===== config.mk =====
export PLATFORM = sky130hd
export DESIGN_NAME = lsu_ctrl
export DESIGN_NICKNAME = d
export VERILOG_FILES = /design/src/rtl/lsu_ctrl.sv
export SDC_FILE = /design/constraint.sdc
export NUM_CORES = 1
export LEC_CHECK = 0
export ABC_AREA = 1
export CORE_MARGIN = 4
export CORE_UTILIZATION = 47
export DETAILED_ROUTE_END_ITERATION = 16
export PLACE_DENSITY = 0.78
export SLEW_MARGIN = 30
export SYNTH_ARGS = -nofsm -noshare
export SYNTH_HDL_FRONTEND = slang
export SYNTH_SLANG_ARGS = --single-unit

===== constraint.sdc =====
create_clock -name clk -period 2.5 [get_ports clk]
set_clock_uncertainty 0.15 [all_clocks]
set_input_delay 0.5 -clock clk [delete_from_list [all_inputs] [get_ports clk]]
set_output_delay 0.5 -clock clk [all_outputs]
set_load 0.02 [all_outputs]

===== src/rtl/lsu_ctrl.sv =====
// Load/store sequencer: alignment check, memory req/gnt/rvalid handshake, store lane encoding, load extraction and writeback.
// Latency: wb_en three cycles after acceptance at best; ex_ready only while IDLE, so the execute stage stalls on busy.
module lsu_ctrl #(
  parameter int TIMEOUT = 16
) (
  input  logic        clk,
  input  logic        rst,
  input  logic        ex_valid,
  output logic        ex_ready,
  input  logic        ex_load,
  input  logic        ex_store,
  input  logic [2:0]  ex_f3,
  input  logic [31:0] ex_addr,
  input  logic [31:0] ex_wdata,
  input  logic [4:0]  ex_rd,
  output logic        mem_req,
  output logic        mem_we,
  output logic [31:0] mem_addr,
  output logic [3:0]  mem_be,
  output logic [31:0] mem_wdata,
  input  logic        mem_gnt,
  input  logic        mem_rvalid,
  input  logic [31:0] mem_rdata,
  output logic        wb_en,
  output logic [4:0]  wb_reg,
  output logic [31:0] wb_val,
  output logic        busy,
  output logic        err_misalign,
  output logic        err_bus,
  output logic [31:0] err_addr
);

  localparam int CW = $clog2(TIMEOUT + 1);
  localparam logic [CW-1:0] CNT_LAST = CW'(TIMEOUT - 1);

  typedef enum logic [1:0] {
    S_IDLE = 2'd0,
    S_REQ  = 2'd1,
    S_WAIT = 2'd2
  } state_t;

  state_t        state_q, state_d;
  logic [CW-1:0] cnt_q, cnt_d;

  logic          is_load_q, is_load_d;
  logic [2:0]    f3_q, f3_d;
  logic [31:0]   addr_q, addr_d;
  logic [4:0]    rd_q, rd_d;
  logic [3:0]    be_q, be_d;
  logic [31:0]   wdata_q, wdata_d;

  logic          wb_en_q, wb_en_d;
  logic [4:0]    wb_reg_q, wb_reg_d;
  logic [31:0]   wb_val_q, wb_val_d;
  logic          err_mis_q, err_mis_d;
  logic          err_bus_q, err_bus_d;
  logic [31:0]   err_addr_q, err_addr_d;

  logic          op_legal;
  logic [3:0]    st_be;
  logic [31:0]   st_wdata;
  logic [7:0]    ld_byte;
  logic [15:0]   ld_half;
  logic [31:0]   ld_val;

  // Both load and store set at once is treated as an illegal op.
  always_comb begin
    op_legal = 1'b0;
    case (ex_f3)
      3'b000:  op_legal = 1'b1;
      3'b001:  op_legal = ~ex_addr[0];
      3'b010:  op_legal = (ex_addr[1:0] == 2'b00);
      3'b100:  op_legal = ex_load;
      3'b101:  op_legal = ex_load & ~ex_addr[0];
      default: op_legal = 1'b0;
    endcase
    if (ex_load && ex_store) op_legal = 1'b0;
  end

  always_comb begin
    st_be    = 4'b1111;
    st_wdata = ex_wdata;
    case (ex_f3[1:0])
      2'b00: begin
        st_be    = 4'b0001 << ex_addr[1:0];
        st_wdata = {4{ex_wdata[7:0]}};
      end
      2'b01: begin
        st_be    = ex_addr[1] ? 4'b1100 : 4'b0011;
        st_wdata = {2{ex_wdata[15:0]}};
      end
      default: begin
        st_be    = 4'b1111;
        st_wdata = ex_wdata;
      end
    endcase
    if (ex_load) begin
      st_be    = 4'b0000;
      st_wdata = 32'd0;
    end
  end

  always_comb begin
    ld_byte = mem_rdata[7:0];
    case (addr_q[1:0])
      2'b00:   ld_byte = mem_rdata[7:0];
      2'b01:   ld_byte = mem_rdata[15:8];
      2'b10:   ld_byte = mem_rdata[23:16];
      default: ld_byte = mem_rdata[31:24];
    endcase
    ld_half = addr_q[1] ? mem_rdata[31:16] : mem_rdata[15:0];
    case (f3_q)
      3'b000:  ld_val = {{24{ld_byte[7]}}, ld_byte};
      3'b001:  ld_val = {{16{ld_half[15]}}, ld_half};
      3'b100:  ld_val = {24'd0, ld_byte};
      3'b101:  ld_val = {16'd0, ld_half};
      default: ld_val = mem_rdata;
    endcase
  end

  always_ff @(posedge clk) begin
    if (rst) begin
      state_q    <= S_IDLE;
      cnt_q      <= '0;
      is_load_q  <= 1'b0;
      f3_q       <= 3'd0;
      addr_q     <= 32'd0;
      rd_q       <= 5'd0;
      be_q       <= 4'd0;
      wdata_q    <= 32'd0;
      wb_en_q    <= 1'b0;
      wb_reg_q   <= 5'd0;
      wb_val_q   <= 32'd0;
      err_mis_q  <= 1'b0;
      err_bus_q  <= 1'b0;
      err_addr_q <= 32'd0;
    end else begin
      state_q    <= state_d;
      cnt_q      <= cnt_d;
      is_load_q  <= is_load_d;
      f3_q       <= f3_d;
      addr_q     <= addr_d;
      rd_q       <= rd_d;
      be_q       <= be_d;
      wdata_q    <= wdata_d;
      wb_en_q    <= wb_en_d;
      wb_reg_q   <= wb_reg_d;
      wb_val_q   <= wb_val_d;
      err_mis_q  <= err_mis_d;
      err_bus_q  <= err_bus_d;
      err_addr_q <= err_addr_d;
    end
  end

  always_comb begin
    state_d    = state_q;
    cnt_d      = cnt_q;
    is_load_d  = is_load_q;
    f3_d       = f3_q;
    addr_d     = addr_q;
    rd_d       = rd_q;
    be_d       = be_q;
    wdata_d    = wdata_q;
    wb_en_d    = 1'b0;
    wb_reg_d   = wb_reg_q;
    wb_val_d   = wb_val_q;
    err_mis_d  = 1'b0;
    err_bus_d  = 1'b0;
    err_addr_d = err_addr_q;
    case (state_q)
      S_IDLE: begin
        if (ex_valid && (ex_load || ex_store)) begin
          if (op_legal) begin
            is_load_d = ex_load;
            f3_d      = ex_f3;
            addr_d    = ex_addr;
            rd_d      = ex_rd;
            be_d      = st_be;
            wdata_d   = st_wdata;
            state_d   = S_REQ;
          end else begin
            err_mis_d  = 1'b1;
            err_addr_d = ex_addr;
          end
        end
      end
      S_REQ: begin
        if (mem_gnt) begin
          state_d = S_WAIT;
          cnt_d   = '0;
        end
      end
      S_WAIT: begin
        // A response in the final cycle still beats the timeout.
        if (mem_rvalid) begin
          state_d = S_IDLE;
          if (is_load_q && (rd_q != 5'd0)) begin
            wb_en_d  = 1'b1;
            wb_reg_d = rd_q;
            wb_val_d = ld_val;
          end
        end else if (cnt_q == CNT_LAST) begin
          state_d    = S_IDLE;
          err_bus_d  = 1'b1;
          err_addr_d = addr_q;
        end else begin
          cnt_d = cnt_q + 1'b1;
        end
      end
      default: state_d = S_IDLE;
    endcase
  end

  always_comb begin
    ex_ready     = (state_q == S_IDLE);
    busy         = ~ex_ready;
    mem_req      = (state_q == S_REQ);
    mem_we       = mem_req & ~is_load_q;
    mem_addr     = mem_req ? {addr_q[31:2], 2'b00} : 32'd0;
    mem_be       = mem_req ? be_q : 4'd0;
    mem_wdata    = mem_req ? wdata_q : 32'd0;
    wb_en        = wb_en_q;
    wb_reg       = wb_reg_q;
    wb_val       = wb_val_q;
    err_misalign = err_mis_q;
    err_bus      = err_bus_q;
    err_addr     = err_addr_q;
  end

endmodule

==> Word level (Yosys, flattened, before mapping) <==
Cells that the tools add are included.
{ "word_totals": {"regBits": 156, "input_bits": 111, "out_inout_bits": 144, "wordCells": 97} }
{ "classes": {"n_addsub": 1, "n_eq_ne": 21, "shifts": 1, "mux": 31, "bitwise_logic": 8, "reduce_logical": 21} }
{ "op_table": {"columns": ["op", "n"], "rows": [
  ["32-bit 2-to-1 mux", 7],
  ["32-bit case mux with 2 select lines", 2],
  ["32-bit case mux with 4 select lines", 1],
  ["8-bit case mux with 3 select lines", 1],
  ["16-bit 2-to-1 mux", 1],
  ["5-bit 2-to-1 mux", 3],
  ["3-bit equality test, second input constant", 4],
  ["4-bit 2-to-1 mux", 3],
  ["2-bit 2-to-1 mux", 5],
  ["5-bit case mux with 2 select lines", 1],
  ["3-bit OR reduction", 3],
  ["2-bit zero test", 4],
  ["2-bit != test, second input constant", 4],
  ["4-bit case mux with 2 select lines", 1],
  ["4-bit AND reduction", 2],
  ["2-bit by 1-bit equality test with 1-bit output, second input constant", 3],
  ["3-bit by 1-bit equality test with 1-bit output, second input constant", 2],
  ["3-bit zero test", 2],
  ["2-bit by 1-bit != test with 1-bit output, second input constant", 3],
  ["1-bit inverter", 6],
  ["2-bit case mux with 3 select lines", 1],
  ["3-bit AND reduction", 2],
  ["5-bit by 1-bit adder with 5-bit output, second input constant", 1],
  ["5-bit by 4-bit equality test with 1-bit output, second input constant", 1],
  ["12 further kinds", 20]
]} }

==> Depth between registers and ports, before layout <==
Gate-level depths: netlist of the first run.
{ "depth": {"word_depth": 7, "depth_mapped": 11, "depth_no_buf": 10} }

==> Worst setup path before layout of the first run <==
No wires, ideal clock.
{ "synth_path": {"path_type": "flip-flop to output port", "start": "register state_q[0]", "end": "output port mem_wdata[10]", "arrival_ns": 1.607, "required_time_ns": 1.850, "setup_slack_ns": 0.243, "path_stages_with_launch": 7, "path_buffers": 2, "cell_sequence": "dfxtp_1 -> inv_2 -> nor2_1 -> inv_1 -> clkbuf_1 -> buf_1 -> nor2_1"} }
{ "synth_via": {"elab_chain_cells": 2} }
{ "synth_rtl": {"columns": ["element", "line", "source"], "rows": [
  ["from (decl)", "42", "state_t state_q, state_d;"],
  ["from (signal assigned)", "138", "state_q <= state_d;"],
  ["2-bit by 1-bit equality test with 1-bit output", "217", "mem_req = (state_q == S_REQ);"],
  ["via mem_req", "16", "output logic mem_req,"],
  ["32-bit 2-to-1 mux", "221", "mem_wdata = mem_req ? wdata_q : 32'd0;"],
  ["to (decl)", "20", "output logic [31:0] mem_wdata,"]
]} }
The timed path passes the listed nets, and every way through them passes these cells.

==> Worst setup path in the final report of the first run <==
{ "layout_path": {"start": "register state_q[0]", "end": "output port mem_req"} }
{ "layout_via": {"elab_chain_cells": 1} }
{ "layout_rtl": {"columns": ["element", "line"], "rows": [
  ["2-bit by 1-bit equality test with 1-bit output", "217"],
  ["to (decl)", "16"]
]} }
No other way between the ends.

==> results of run 1 <==
[final timing paths]
kind                             from                        to  slack [ns]  cells after the start
max reg2reg     cnt_q[0]$_SDFFE_PP0P_     cnt_q[1]$_SDFFE_PP0P_        0.49                     10
min reg2reg  wdata_q[18]$_SDFFE_PP0P_  wdata_q[18]$_SDFFE_PP0P_        0.31                      2
min          wdata_q[18]$_SDFFE_PP0P_  wdata_q[18]$_SDFFE_PP0P_        0.31                      2
max           state_q[0]$_SDFFE_PP0P_                   mem_req        0.09                      4
[timing repair]
item,in CTS,in global routing
pin swaps,0,0
resized for setup,68,90
endpoints found under the setup margin,67,61
[routing by layer]
layer	share of wire	GRT usage
met1	0.44	0.330
met4	0.026	0.0875
met5	0.00051	0
met3	0.077	0.0576
met2	0.46	0.425
[cell type report]
class / count / area (sq um)
fill: 1527 / 5370
multi-input combinational: 858 / 3760
sequential: 156 / 3120
timing repair buffer: 285 / 2710
inverter: 220 / 827
clock buffer: 20 / 447
tap: 220 / 275
clock inverter: 11 / 193
[logic make-up (layout without fill, tap and decap cells)]
group / Yosys count / in the layout
buffers and inverters: 304 / 536
AO/OA/AOI/OAI: 228 / 228
AND/OR/NAND/NOR: 626 / 626
adder cells (fa/ha/maj): 2 / 2
flip-flops: 156 / 156
other: 1 / 2
[worst max-delay path: stages, from the launching register on]
cell and delay [ns]:
dfxtp_1 0.36, inv_2 0.07, nor2_1 0.18, buf_4 0.16, clkdlybuf4s50_1 0.59
[metrics by stage]
stage                     hold WS [ns]   util
after floorplan                  0.289      -
after global placement           0.297  0.650
after detailed placement         0.306  0.650
after CTS                        0.314  0.683
after global routing             0.329  0.679
final                            0.312  0.679
[power breakdown]
part / switching, mW / internal (mW) / leakage [nW]
clock: 1.02 / 1.79 / 0.306
sequential: 0.0480 / 2.57 / 1.27
combinational: 0.585 / 0.460 / 3.25
total: 1.65 / 4.83 / 4.82
[placed cells by master (no fill, tap or decap), types with 26 or more instances in the layout]
master             n
o21ai_0           98
clkdlybuf4s15_1   30
buf_4             26
clkdlybuf4s50_1  183
nand3_1           31
nor2_1           184
dfxtp_1          156
a21oi_1          112
clkbuf_2          30
nand2_1          346
inv_1            208
nand4_1           33
==> results by group, run 1 <==
Synth
  • Main combinational cell family by area after synthesis: simple AND/OR/NAND/NOR gates
  • Post-synth ARST share: 0
  • Yosys warns: 0
  • Synth Area in Adders: 0.00309
  • Synth cell types: 30
  • Post-Syn Area: between 0.008 and 0.009 sq mm
  • Area fraction in compound gates after synthesis: 0.145
  • Synth top area cells: dfxtp_1, nand2_1, inv_1
  • Synth cell count leaders: nand2_1, inv_1, nor2_1
  • Simple-gate share of the synthesized area: 0.315
  • Seq/Total Area, Yosys: 0.386
  • Primary FF master, synth: dfxtp_1
  • Post-synth EDFFs: 0
  • Mux contribution to synthesized area: 0
  • Flops & latches, synth: 156
  • Cell count after synthesis: approximately 1300
  • Post-Synth XOR/XNOR Area: 0
  • Top-count cell post-synth: nand2_1
  • Post-synth top area share: 0.386
  • Synth area leader: dfxtp_1
  • Syn Area/Cell: about 6.1 sq um

STA
  • Setup Viol. Count Final: 0
  • Slew @ Worst Pin: roughly 0.5 ns
  • Setup TNS: 0 ns
  • Fin crit share: 0.964
  • Max-slew violation count: 0
  • Post-layout min period: around 2.4 ns
  • Fmax: 415 MHz
  • Final worst setup slack: roughly 0.089 ns
  • Fin. Hold Viols: 0
  • RSZ-0062 raised after global routing: false
  • Worst slew margin: 0.664

Pwr
  • Cell area power density: around 570 mW/mm^2
  • IR Drop Worst-Case VDD: around 0.00049 V
  • P_leak: about 4.8 nW
  • Power, Total: approximately 6.5 mW

Place
  • GP Congestion: just under 0.9
  • Pre-CTS setup slack: 0.0366 ns
  • Post-Place Cell Area: about 0.011 sq mm
  • DP HPWL: around 18000 microns
  • Port-buffer cells: 252
  • Placed insts: 1739

Drt
  • Drt drc: 0
  • Antenna viol nets, final: 0
  • Final WL: ~25000 microns
  • Via/cell ratio: 4.97
  • Via count: about 8800
  • Routed len/inst: between 10 and 15 microns
  • Initial drt markers: about 550
  • Detailed Routing Iterations Pass 1: 5

GRT
  • Vias in the first global route: slightly above 8000
  • Total gr overflow: 0
  • First-pass GRT wire length: just over 40000 microns
  • Initial antenna violation count: 1
  • GRT Util Overall: 0.256
  • Largest net degree at the start of global routing: between 100 and 150

Cells and area
  • Design Area, Final: between 0.01 and 0.015 sq mm
  • Layout cells sized above 1: 0.0710
  • Final Instance Count excl. Fillers: 1770
  • Inserted Diodes: 0
  • Layout area overhead: 40.0%
  • Fin nets: between 1500 and 2000

Die
  • Site Rows: between 40 and 50
  • Die footprint: roughly 0.019 sq mm
  • Initial Utilization: 0.485
  • Die Width: 139 microns
  • Core area: around 0.017 sq mm
  • Die H: around 140 microns
  • Ports: approximately 260

Flow run
  • Max cap viols: 0

Clock network
  • Clk buf depth: 2
  • CTS H-tree lvls: 4
  • Post-CTS Hold Fix Bufs: 0
  • Root buffer cell: clkbuf_16
  • Clock Latency Late Sink: roughly 0.42 ns
  • Clk sinks: around 160
  • Post-CTS setup buffers: 0
  • TritonCTS clock tree: yes
  • CTS buffer count: 17
  • Clk pin slew, worst setup/hold paths: 0.06 ns

Worst setup path
  • Max FO, Critical Path: 4
  • Critical path data required time: 1.85 ns
  • Critical Path End Type: output pin
  • Arrival time at the worst endpoint: roughly 1.8 ns
  • Worst setup SP type: flip-flop
  • WS Path Type: reg2out

Outcome
  • Outcome: finished clean

Hold path
  • Worst hold path class: reg2reg
(Power assumes the default switching activity.)
==> run 2: changes to the inputs <==
--- a/config.mk
+++ b/config.mk
@@ -10,6 +10,7 @@
 export CORE_UTILIZATION = 47
 export DETAILED_ROUTE_END_ITERATION = 16
 export PLACE_DENSITY = 0.78
+export RECOVER_POWER = 25
 export SLEW_MARGIN = 30
 export SYNTH_ARGS = -nofsm -noshare
 export SYNTH_HDL_FRONTEND = slang
==> run 2 against run 1 <==
Effect of this change:
- wire length about the same
- worst hold slack about the same
- fmax up 0.14%
- critical path type unchanged
==> results by group, run 2 (synthesis results as in run 1) <==
Outcome
  • Outcome: finished clean

Place
  • Port-buffer cells: between 200 and 300
  • DP HPWL: ~18000 microns
  • GP Congestion: just under 0.9
  • Post-Place Cell Area: approximately 0.011 sq mm

GRT
  • Vias in the first global route: ~8300
  • Initial antenna violation count: 1
  • Met2 usage: 0.425
  • Largest net degree at the start of global routing: ~100
  • GRT Util Overall: 0.256
  • Met3 usage: 0.0576
  • Met1 Use GR: 0.330
  • Total gr overflow: 0
  • GRT busiest layer: met2
  • First-pass GRT wire length: between 40000 and 50000 microns

Worst setup path
  • Max FO, Critical Path: 4
  • CP Cell Sequence: inv_2 -> nor2_1 -> buf_4 -> clkdlybuf4s50_1
  • Arrival time at the worst endpoint: approximately 1.8 ns
  • Critical path data required time: ~1.9 ns
  • Largest delay share family, worst path: buffers and inverters
  • WS Path Type: reg2out
  • Critical path's slowest cell: clkdlybuf4s50_1
  • Buf/Inv on CP: 3
  • Max incr delay on CP: slightly below 0.6 ns
  • Worst setup SP type: flip-flop
  • Critical Path End Type: output pin

Die
  • Die Width: roughly 140 microns
  • Initial Utilization: 0.485
  • Die H: between 100 and 150 microns
  • Die footprint: 0.0194 sq mm
  • Site Rows: 47
  • Core area: approximately 0.017 sq mm
  • Ports: about 260

Drt
  • Antenna viol nets, final: 0
  • Drt drc: 0
  • Via count: 8783
  • Via/cell ratio: between 4 and 5
  • Detailed Routing Iterations Pass 1: 5
  • Final WL: between 20000 and 30000 microns
  • Initial drt markers: approximately 560
  • Routed len/inst: around 14 microns

Cells and area
  • Final Util: 0.676
  • Commonest non-fill, non-tap cell in the layout: nand2_1
  • Commonest non-fill, non-tap cells in the layout: nand2_1, inv_1, nor2_1
  • Inserted Diodes: 0
  • Layout cells sized above 1: 0.0671
  • Fin nets: 1651
  • Design Area, Final: roughly 0.011 sq mm
  • Layout area overhead: 39.6%

Clock network
  • Clk sinks: between 150 and 200
  • Clk pin slew, worst setup/hold paths: roughly 0.06 ns
  • CTS H-tree lvls: 4
  • Root buffer cell: clkbuf_16
  • Clock Latency Late Sink: between 0.4 and 0.5 ns
  • Post-CTS setup buffers: 0
  • CTS buffer count: 17
  • Clk buf depth: 2
  • TritonCTS clock tree: yes

Hold path
  • Worst hold path class: reg2reg

STA
  • Setup TNS: 0 ns
  • Fin. Hold Viols: 0
  • Worst slew margin: 0.472
  • Post-layout min period: ~2.4 ns
  • Slew @ Worst Pin: between 0.7 and 0.8 ns
  • Setup Viol. Count Final: 0
  • Max-slew violation count: 0
  • RSZ-0062 raised after global routing: false
  • Fmax: slightly above 400 MHz
  • Fin crit share: 0.963

Flow run
  • Max cap viols: 0

Pwr
  • IR Drop Worst-Case VDD: approximately 0.00049 V
  • Power, Total: between 6 and 7 mW
  • P_leak: 4.86 nW
  • Cell area power density: ~570 mW/mm^2
-- run 2: cell count changes in the layout (fill, tap and decap cells not counted), sizes merged --
cell           before  now
clkdlybuf4s50     183  165
clkbuf             50   53
buf                34   31
dlygate4sd3         0   18
-- run 2: worst paths after layout --
path	start	to	slack (ns)	cells past startpoint
worst max register to register	cnt_q[0]$_SDFFE_PP0P_	cnt_q[2]$_SDFFE_PP0P_	0.23	10
worst max-delay path	state_q[0]$_SDFFE_PP0P_	mem_req	0.09	4
worst min-delay path	wdata_q[18]$_SDFFE_PP0P_	wdata_q[18]$_SDFFE_PP0P_	0.31	2
worst min register to register	wdata_q[18]$_SDFFE_PP0P_	wdata_q[18]$_SDFFE_PP0P_	0.31	2
-- run 2: worst min-delay path: cells and delay by family (launching register included) --
kind | cells | cell delay (ns)
AO/OA/AOI/OAI | 1 | 0.05
flip-flops | 1 | 0.31
AND/OR/NAND/NOR | 1 | 0.06
-- run 2: power by group --
group / leakage, nW / internal (mW) / switching, mW
clock network: 0.306 / 1.79 / 1.02
registers: 1.27 / 2.57 / 0.0471
logic: 3.29 / 0.449 / 0.582
-- run 2: per-layer routing --
layer	wire length [microns]	part of all wire
met5	13	0.00051
met4	649	0.025
met3	1850	0.073
met2	11800	0.46
met1	11100	0.44
-- run 2: final cells by class --
cell class	instances	area, sq um
Multi-Input combinational cell	858	3740
Clock inverter	11	193
Fill cell	1537	5400
Clock buffer	20	447
Sequential cell	156	3120
Tap cell	220	275
Timing Repair Buffer	285	2690
Inverter	220	827
-- run 2: timing repair --
item / 4_1_cts / 5_1_grt
gates resized for setup: 68 / 90
hold buffers: 0 / 0
endpoints found under the setup margin: 67 / 61
gates cloned: 0 / 0
-- run 2: through the flow --
step	std cells	worst slack, ns	hold WS (ns)
2_1_floorplan	1318	0.243	0.289
3_3_place_gp	1739	0.0660	0.297
3_5_place_dp	1739	0.0366	0.306
4_1_cts	1770	0.00204	0.314
5_1_grt	1770	0.0000372	0.329
6_report	1770	0.0927	0.313
==> run 3: changes to the inputs <==
--- a/config.mk
+++ b/config.mk
@@ -6,9 +6,11 @@
 export NUM_CORES = 1
 export LEC_CHECK = 0
 export ABC_AREA = 1
+export CAP_MARGIN = 15
 export CORE_MARGIN = 4
 export CORE_UTILIZATION = 47
 export DETAILED_ROUTE_END_ITERATION = 16
+export GPL_TIMING_DRIVEN = 0
 export PLACE_DENSITY = 0.78
 export RECOVER_POWER = 25
 export SLEW_MARGIN = 30
==> run 3 against run 2 <==
Effect of this change:
- non-clock buffer count is 53 higher
- power is 0.67% higher
- first-iteration DRC count is 27% higher
- final cell count is 2.8% higher
- critical path depth is 3 higher
- wire length is 10% higher
- combinational power hardly changed
- worst setup slack worse by 0.065 ns
- flip-flop and latch count stayed put
- critical path type unchanged
- critical endpoint is now mem_wdata[23]
==> results by group, run 3 (synthesis results as in run 1) <==
Outcome
  • Outcome: finished clean

Clock network
  • Post-CTS Hold Fix Bufs: 0
  • CTS H-tree lvls: 4
  • Clk sinks: approximately 160
  • Clk buf depth: 2
  • Clk pin slew, worst setup/hold paths: around 0.060 ns
  • Clock Latency Late Sink: roughly 0.42 ns
  • TritonCTS clock tree: yes
  • Root buffer cell: clkbuf_16
  • CTS buffer count: 17

Pwr
  • Clock Power Share: 0.439
  • Sw frac: 0.251
  • P_leak: between 5 and 6 nW
  • Reg power frac: 0.402
  • Power, Total: ~6.5 mW
  • Sw power: about 1.6 mW
  • Int Pwr: just under 5 mW
  • Cell area power density: 572 mW/mm^2
  • IR Drop Worst-Case VDD: around 0.00047 V
  • Combinational power share: 0.160

Worst setup path
  • WS Path Type: reg2out
  • Critical path data required time: between 1.5 and 2 ns
  • Max FO, Critical Path: 10
  • Arrival time at the worst endpoint: 1.82 ns
  • Worst setup SP type: flip-flop
  • Critical Path End Type: output pin

Die
  • Core area: approximately 0.017 sq mm
  • Site Rows: between 40 and 50
  • Die Width: around 140 microns
  • Initial Utilization: 0.485
  • Die H: around 140 microns
  • Die footprint: approximately 0.019 sq mm
  • Ports: around 260

STA
  • Fin. Hold Viols: 0
  • Setup Viol. Count Final: 0
  • Worst slew margin: 0.525
  • Fin crit share: 0.989
  • Setup TNS: 0 ns
  • Post-layout min period: between 2 and 2.5 ns
  • Max-slew violation count: 0
  • Slew @ Worst Pin: a little over 0.7 ns
  • Fmax: just over 400 MHz
  • RSZ-0062 raised after global routing: true

Cells and area
  • Fin nets: 1704
  • Final Instance Count excl. Fillers: 1820
  • Commonest non-fill, non-tap cells in the layout: nand2_1, inv_1, nor2_1
  • Commonest non-fill, non-tap cell in the layout: nand2_1
  • Inserted Diodes: 0
  • Final Util: 0.681
  • Layout area overhead: 40.6%
  • Layout cells sized above 1: 0.0781

Drt
  • Routed len/inst: approximately 15 microns
  • Final WL: between 20000 and 30000 microns
  • Initial drt markers: between 700 and 800
  • Antenna viol nets, final: 0
  • Detailed Routing Iterations Pass 1: 5
  • Via count: slightly above 9000
  • Via/cell ratio: around 5.1
  • Drt drc: 0

Place
  • GP Congestion: 0.985
  • DP HPWL: 21400 microns
  • Port-buffer cells: 252
  • Placed insts: roughly 1800

GRT
  • First-pass GRT wire length: 43700 microns
  • Largest net degree at the start of global routing: 17
  • GRT Util Overall: 0.278
  • Initial antenna violation count: 1
  • Vias in the first global route: between 8000 and 9000
  • Total gr overflow: 0

Flow run
  • Max cap viols: 0

Hold path
  • Worst hold path class: reg2reg
[run 3: cell types whose count changed in the layout (fill, tap and decap cells not counted), sizes merged]
cell	delta
clkinv	-3
dlygate4sd3	+41
dlymetal6s2s	-1
buf	+27
dlygate4sd2	+12
clkinvlp	-1
clkdlybuf4s50	-40
bufinv	+1
clkdlybuf4s15	-21
clkbuf	+35
[run 3: area by class of cell]
type	instances	area, sq um
clock inverter	8	193
sequential	156	3120
timing repair buffer	254	2330
tap	220	275
fill	1540	5320
multi-input combinational	858	3770
clock buffer	20	447
buffer	84	409
inverter	220	827
[run 3: worst paths after layout]
| path | from | endpoint | slack, ns | cells past startpoint |
|---|---|---|---|---|
| setup / recovery | state_q[0]$_SDFFE_PP0P_ | mem_wdata[23] | 0.03 | 7 |
| setup reg to reg | cnt_q[0]$_SDFFE_PP0P_ | err_addr[23]$_SDFFE_PP0P_ | 0.25 | 10 |
| hold reg to reg | wdata_q[6]$_SDFFE_PP0P_ | wdata_q[6]$_SDFFE_PP0P_ | 0.31 | 2 |
| hold / removal | wdata_q[6]$_SDFFE_PP0P_ | wdata_q[6]$_SDFFE_PP0P_ | 0.31 | 2 |
[run 3: worst max-delay path, cell delays in order, from the launching register on]
cell,delay [ns]
dfxtp_1,0.36
inv_2,0.07
nor2_2,0.13
inv_2,0.09
clkbuf_8,0.18
buf_2,0.20
nor2_1,0.18
buf_2,0.20
[run 3: metrics by stage]
stage | instance area [sq um] | hold WS [ns] | setup WS, ns
final | 11400 | 0.310 | 0.0278
after global routing | 11400 | 0.321 | -0.0275
after CTS | 11500 | 0.309 | 0.00105
after detailed placement | 10900 | 0.302 | -0.424
after global placement | 10900 | 0.297 | -0.368
after floorplan | 8100 | 0.289 | 0.243
[run 3: power groups by stage]
stage / registers (mW) / logic (mW) / clock network, mW
2_1_floorplan: 2.74 / 0.490 / 0
3_3_place_gp: 2.67 / 1.03 / 0
3_5_place_dp: 2.67 / 1.03 / 0
4_1_cts: 2.62 / 1.05 / 2.88
5_1_grt: 2.63 / 1.14 / 2.99
6_report: 2.62 / 1.04 / 2.86
[run 3: repair_timing]
item	in CTS	in global routing
pin swaps	1	0
gates cloned	0	0
setup buffers	2	0
setup endpoints to repair	68	78
resized for setup	142	61
[run 3: routing by layer]
metal	up-vias	GRT usage	part of all wire
met1	4166	0.369	0.43
li1	4597	-	-
met2	422	0.450	0.46
met3	54	0.0593	0.084
met4	2	0.0911	0.027
met5	-	0	0.00057
